`config.mk`:
```
export PLATFORM = sky130hd
export DESIGN_NAME = arbiter_rr
export DESIGN_NICKNAME = d
export VERILOG_FILES = /design/src/rtl/arbiter_pkg.sv /design/src/rtl/rr_pick.sv /design/src/rtl/arbiter_rr.sv
export SDC_FILE = /design/constraint.sdc
export NUM_CORES = 1
export LEC_CHECK = 0
export ABC_AREA = 1
export ABC_CLOCK_PERIOD_IN_PS = 4320
export BUFFER_PORTS_ARGS = -buffer_cell sky130_fd_sc_hd__buf_2
export CORE_MARGIN = 4
export CORE_UTILIZATION = 60
export DETAILED_ROUTE_END_ITERATION = 12
export GPL_ROUTABILITY_DRIVEN = 0
export PLACE_DENSITY = 0.83
export SYNTH_ARGS = -nofsm -noshare
export SYNTH_HDL_FRONTEND = slang
export SYNTH_SLANG_ARGS = --single-unit
```
`constraint.sdc`:
```
create_clock -name clk -period 4.32 [get_ports clk]
set_input_delay 0.648 -clock clk [delete_from_list [all_inputs] [get_ports clk]]
set_output_delay 0.648 -clock clk [all_outputs]
set_load 0.01 [all_outputs]
```
`src/rtl/arbiter_pkg.sv`:
```
// rtl/arbiter_pkg.sv - shared types and helpers for the request/grant arbiter
package arbiter_pkg;

   typedef enum logic {ARB_IDLE, ARB_OWNED} arb_state_e;

   localparam logic ARB_MODE_FIXED = 1'b0;
   localparam logic ARB_MODE_RR    = 1'b1;

   // Index of the set bit of a one-hot vector; 0 when the vector is empty.
   function automatic logic [4:0] onehot2idx(input logic [31:0] oh);
      logic [4:0] idx;
      idx = '0;
      for (int i = 0; i < 32; i++)
         if (oh[i]) idx = idx | 5'(i);
      return idx;
   endfunction

endpackage

```
`src/rtl/rr_pick.sv`:
```
// rtl/rr_pick.sv - combinational winner pick, fixed priority or round-robin from ptr+1
module rr_pick #(
   parameter int N   = 4,
   parameter int IDW = $clog2(N)
) (
   input  logic [N-1:0]   req_masked,
   input  logic [IDW-1:0] ptr,
   input  logic           rr_en,
   output logic           win_valid,
   output logic [IDW-1:0] win_idx
);

   logic [N-1:0] rot;
   int           start;

   // Rotating a doubled copy puts the scan start at bit 0, so a plain
   // lowest-bit priority encode gives the wrap-around winner.
   always_comb begin
      start     = rr_en ? (int'(ptr) + 1) % N : 0;
      rot       = N'({req_masked, req_masked} >> start);
      win_valid = |req_masked;
      win_idx   = '0;
      for (int i = N - 1; i >= 0; i--)
         if (rot[i]) win_idx = IDW'((start + i) % N);
   end

endmodule

```
`src/rtl/arbiter_rr.sv`:
```
// rtl/arbiter_rr.sv - N-way registered one-hot arbiter, fixed or round-robin, with hold limit
module arbiter_rr
   import arbiter_pkg::*;
#(
   parameter int N        = 4,
   parameter int MAX_HOLD = 8,
   parameter int IDW      = $clog2(N)
) (
   input  logic           clk,
   input  logic           rst,
   input  logic           mode_rr,
   input  logic [N-1:0]   req,
   output logic [N-1:0]   gnt,
   output logic           gnt_valid,
   output logic [IDW-1:0] gnt_id
);

   localparam int            HW       = (MAX_HOLD < 1) ? 1 : $clog2(MAX_HOLD + 1);
   localparam logic [HW-1:0] HOLD_MAX = HW'(MAX_HOLD);

   arb_state_e     state, state_n;
   logic [HW-1:0]  hold_cnt, hold_n;
   logic [IDW-1:0] rr_ptr, ptr_n;
   logic [N-1:0]   gnt_n, others, pick_mask;
   logic           owner_req, preempt, rr_en, win_valid, take, drop;
   logic [IDW-1:0] win_idx;

   assign rr_en     = (mode_rr == ARB_MODE_RR);
   assign others    = req & ~gnt;
   assign owner_req = |(req & gnt);
   assign preempt   = (state == ARB_OWNED) && owner_req && (|others) &&
                      (MAX_HOLD != 0) && (hold_cnt == HOLD_MAX);
   // On preemption the current owner is excluded from the pick.
   assign pick_mask = preempt ? others : req;

   rr_pick #(.N(N), .IDW(IDW)) u_pick (
      .req_masked (pick_mask),
      .ptr        (rr_ptr),
      .rr_en      (rr_en),
      .win_valid  (win_valid),
      .win_idx    (win_idx)
   );

   always_comb begin
      state_n = state;
      gnt_n   = gnt;
      hold_n  = hold_cnt;
      ptr_n   = rr_ptr;
      take    = 1'b0;
      drop    = 1'b0;
      case (state)
         ARB_IDLE: take = win_valid;
         ARB_OWNED: begin
            if (owner_req && !preempt) begin
               // Hold only counts while someone else is waiting.
               if (!(|others) || MAX_HOLD == 0) hold_n = HW'(1);
               else if (hold_cnt != HOLD_MAX)    hold_n = hold_cnt + 1'b1;
            end else if (win_valid) begin
               take = 1'b1;
            end else begin
               drop = 1'b1;
            end
         end
         default: drop = 1'b1;
      endcase
      if (take) begin
         state_n = ARB_OWNED;
         gnt_n   = N'(1) << win_idx;
         hold_n  = HW'(1);
         ptr_n   = win_idx;
      end
      if (drop) begin
         state_n = ARB_IDLE;
         gnt_n   = '0;
         hold_n  = '0;
      end
   end

   always_ff @(posedge clk) begin
      if (rst) begin
         state     <= ARB_IDLE;
         gnt       <= '0;
         gnt_valid <= 1'b0;
         gnt_id    <= '0;
         hold_cnt  <= '0;
         rr_ptr    <= IDW'(N - 1);
      end else begin
         state     <= state_n;
         gnt       <= gnt_n;
         gnt_valid <= |gnt_n;
         gnt_id    <= IDW'(onehot2idx(32'(gnt_n)));
         hold_cnt  <= hold_n;
         rr_ptr    <= ptr_n;
      end
   end

endmodule
```
==> impl_metrics.ini <==
[outcome]
status = complete, no violations

[clock_tree]
cts_buffers = 3
ctsResizeCount = 0
cts.sinks = 14
holdBufCountCts = 0
post_cts.repair.setup_buffers = 0
clk_pin_slew_worst_paths_ns = 0.08
clk_path_buf_depth = 2
clk_latency_ns = 0.27
htreeDepth = 1
clk_root_buffer_cell = clkbuf_4
tritoncts = built

[sta]
hold_violations = 0
max_slew_margin_pct = 71.2
rsz0062_at_grt = false
fin_ws_ns = 2.10
fin_setup_tns_ns = 0
timing.fmax_mhz = 451
post-route-period-util_pct = 51.3
clock_skew_ns = 0.000572
tightest_slew_ns = 0.429
hold-worst-slack_ns = 0.522
slew_violations = 0
setup_viol = 0
finalCriticalPeriod_ns = 2.22

[grt]
grt_overflow = 0
grt_max_degree = 9
antenna_found_initial = 0
grt_pass1_wl_mm = 3.72
grt.total_usage_pct = 18.4
grt_pass1_vias = 881

[detailed_routing]
vias = 973
dr.first_iter.drc_count = 26
vias_per_cell = 5.23
dr.pass1.iters = 4
wire_per_inst_um = 10.9
ant_nets = 0
drc_errors = 0
drt-total-wl_mm = 2.03

[synth]
syn_avg_cell_area_sq_um = 6.73
syn_nets = 163
synth_most_common_cell = nand2_1
synth_edf_count = 0
synthCells = 154
yosys_warnings = 0
yosysTopAreaCell = dfxtp_1
synthTopCellsByArea = dfxtp_1, nand2_1, nand3_1, nand2_2, inv_1
synthTopCellsByCount = nand2_1, inv_1, nand3_1, dfxtp_1, nand2_2
synthFlopType = dfxtp_1
ys_types = 24
syn-cell-area_sq_mm = 0.00104
async_reset_ff_share_pct = 0
yosysSeqAreaShare_pct = 27.1
ys_seq_elements = 14
yosys.area.top_type_share_pct = 27.1

[critical_path]
required_ns = 4.48
start_kind = input pin
crit_arrival_ns = 2.38
cp_max_fo = 7
worstSetupPathType = input pin to register
r2r_cells = 15
endpoint_kind = register

[hold_path]
hp-class = register to register
min_delay_path_depth = 2

[power_and_ir_drop]
p_leak_nw = 0.592
p_per_area_mw_per_mm2 = 569
ir_drop_mv = 0.372
power.total_mw = 0.651

[floorplanning]
ioPinCount = 14
num_rows = 14
start_util_pct = 65.7
die-area_sq_mm = 0.00246
chipHeight_um = 49.6
fp.coreArea_sq_mm = 0.00158
die-width_um = 49.6

[placement]
place_area_sq_mm = 0.00112
post-place-ws_ns = 1.84
hpwl_mm = 1.69
port_buffers = 13

[finish]
syn2layout_area_growth_pct = 10.4
final_area_sq_mm = 0.00114
register_area_sq_um = 280
multi_input_area_sq_um = 669
n_antenna_cell = 0
num-fill-cells = 140
drive_gt1_share_pct = 30.0
final_nets = 181

[job]
cap_viol_max_count = 0
==> final timing paths <==
check         startpoint         to  slack (ns)
max               req[0]  gnt_id[0]        2.10
max reg2reg  hold_cnt[0]  gnt_id[0]        2.13
min reg2reg    rr_ptr[0]  rr_ptr[0]        0.52
min            rr_ptr[0]  rr_ptr[0]        0.52
==> critical path: stages <==
cell and delay (ns):
buf_2 0.12, nand2_1 0.07, nand2_1 0.05, nor2_1 0.24, nor2_4 0.10, nand2_8 0.10
nand2_2 0.05, nand2_1 0.08, nand3_2 0.09, nor2_4 0.19, nand2_2 0.08, nand2_2 0.10
nor2_1 0.08, nand2_1 0.09, o21ai_2 0.07, or2_1 0.20
==> cells by family (layout without fill, tap and decap cells) <==
group	after synthesis	count (layout)	share of synthesized area (%)
simple gates	105	105	56.2
buf+inv	23	39	8.33
flops	14	14	27.1
compound gates	8	8	4.35
fa+ha+maj	2	2	2.42
xor+xnor	2	2	1.69
==> per-stage QoR <==
step                util, %  cells
finish                 72.5    186
global route           72.5    186
CTS                    72.5    186
detailed placement     71.1    183
global placement       71.1    183
floorplan                 -    154
==> per-layer routing <==
| metal | routed length [um] | global-route usage (%) | vias up |
|---|---|---|---|
| li1 | - | - | 517 |
| met1 | 1000 | 26.3 | 430 |
| met2 | 916 | 29.5 | 26 |
| met3 | 110 | 4.82 | 0 |
| met4 | 0 | 0 | 0 |
| met5 | 0 | 0 | - |
==> flip-flops by register name, summed over array words and instances (netlist names) <==
register and flops:
gnt 4, hold_cnt 4, gnt_id 2, rr_ptr 2
gnt_valid 1, state 1
==> power by group <==
group / total [mW] / internal, mW / switching (mW)
Clock: 0.0698 / 0.0322 / 0.0376
Combinational: 0.383 / 0.133 / 0.250
Sequential: 0.198 / 0.169 / 0.0296
==> placed cells by master, fill, tap and decap left out, drive strengths merged <==
cell type  netlist  routed
clkbuf           0       3
nand3           25      25
buf              0      13
o22ai            1       1
nor2            17      17
or2              1       1
o21ai            3       3
inv             23      23
nand2           57      57
a21oi            4       4
dfxtp           14      14
ha               2       2
nor3             2       2
xor2             2       2
nand4            1       1
nand3b           2       2
==> area by class of cell <==
cell class,count,share of cell area (%)
clock buffers,3,1.97
inverters,23,7.55
multi-input cells,117,58.5
flip-flops and latches,14,24.5
well taps,16,1.75
repair buffers,13,5.69
(Power assumes the default switching activity.)
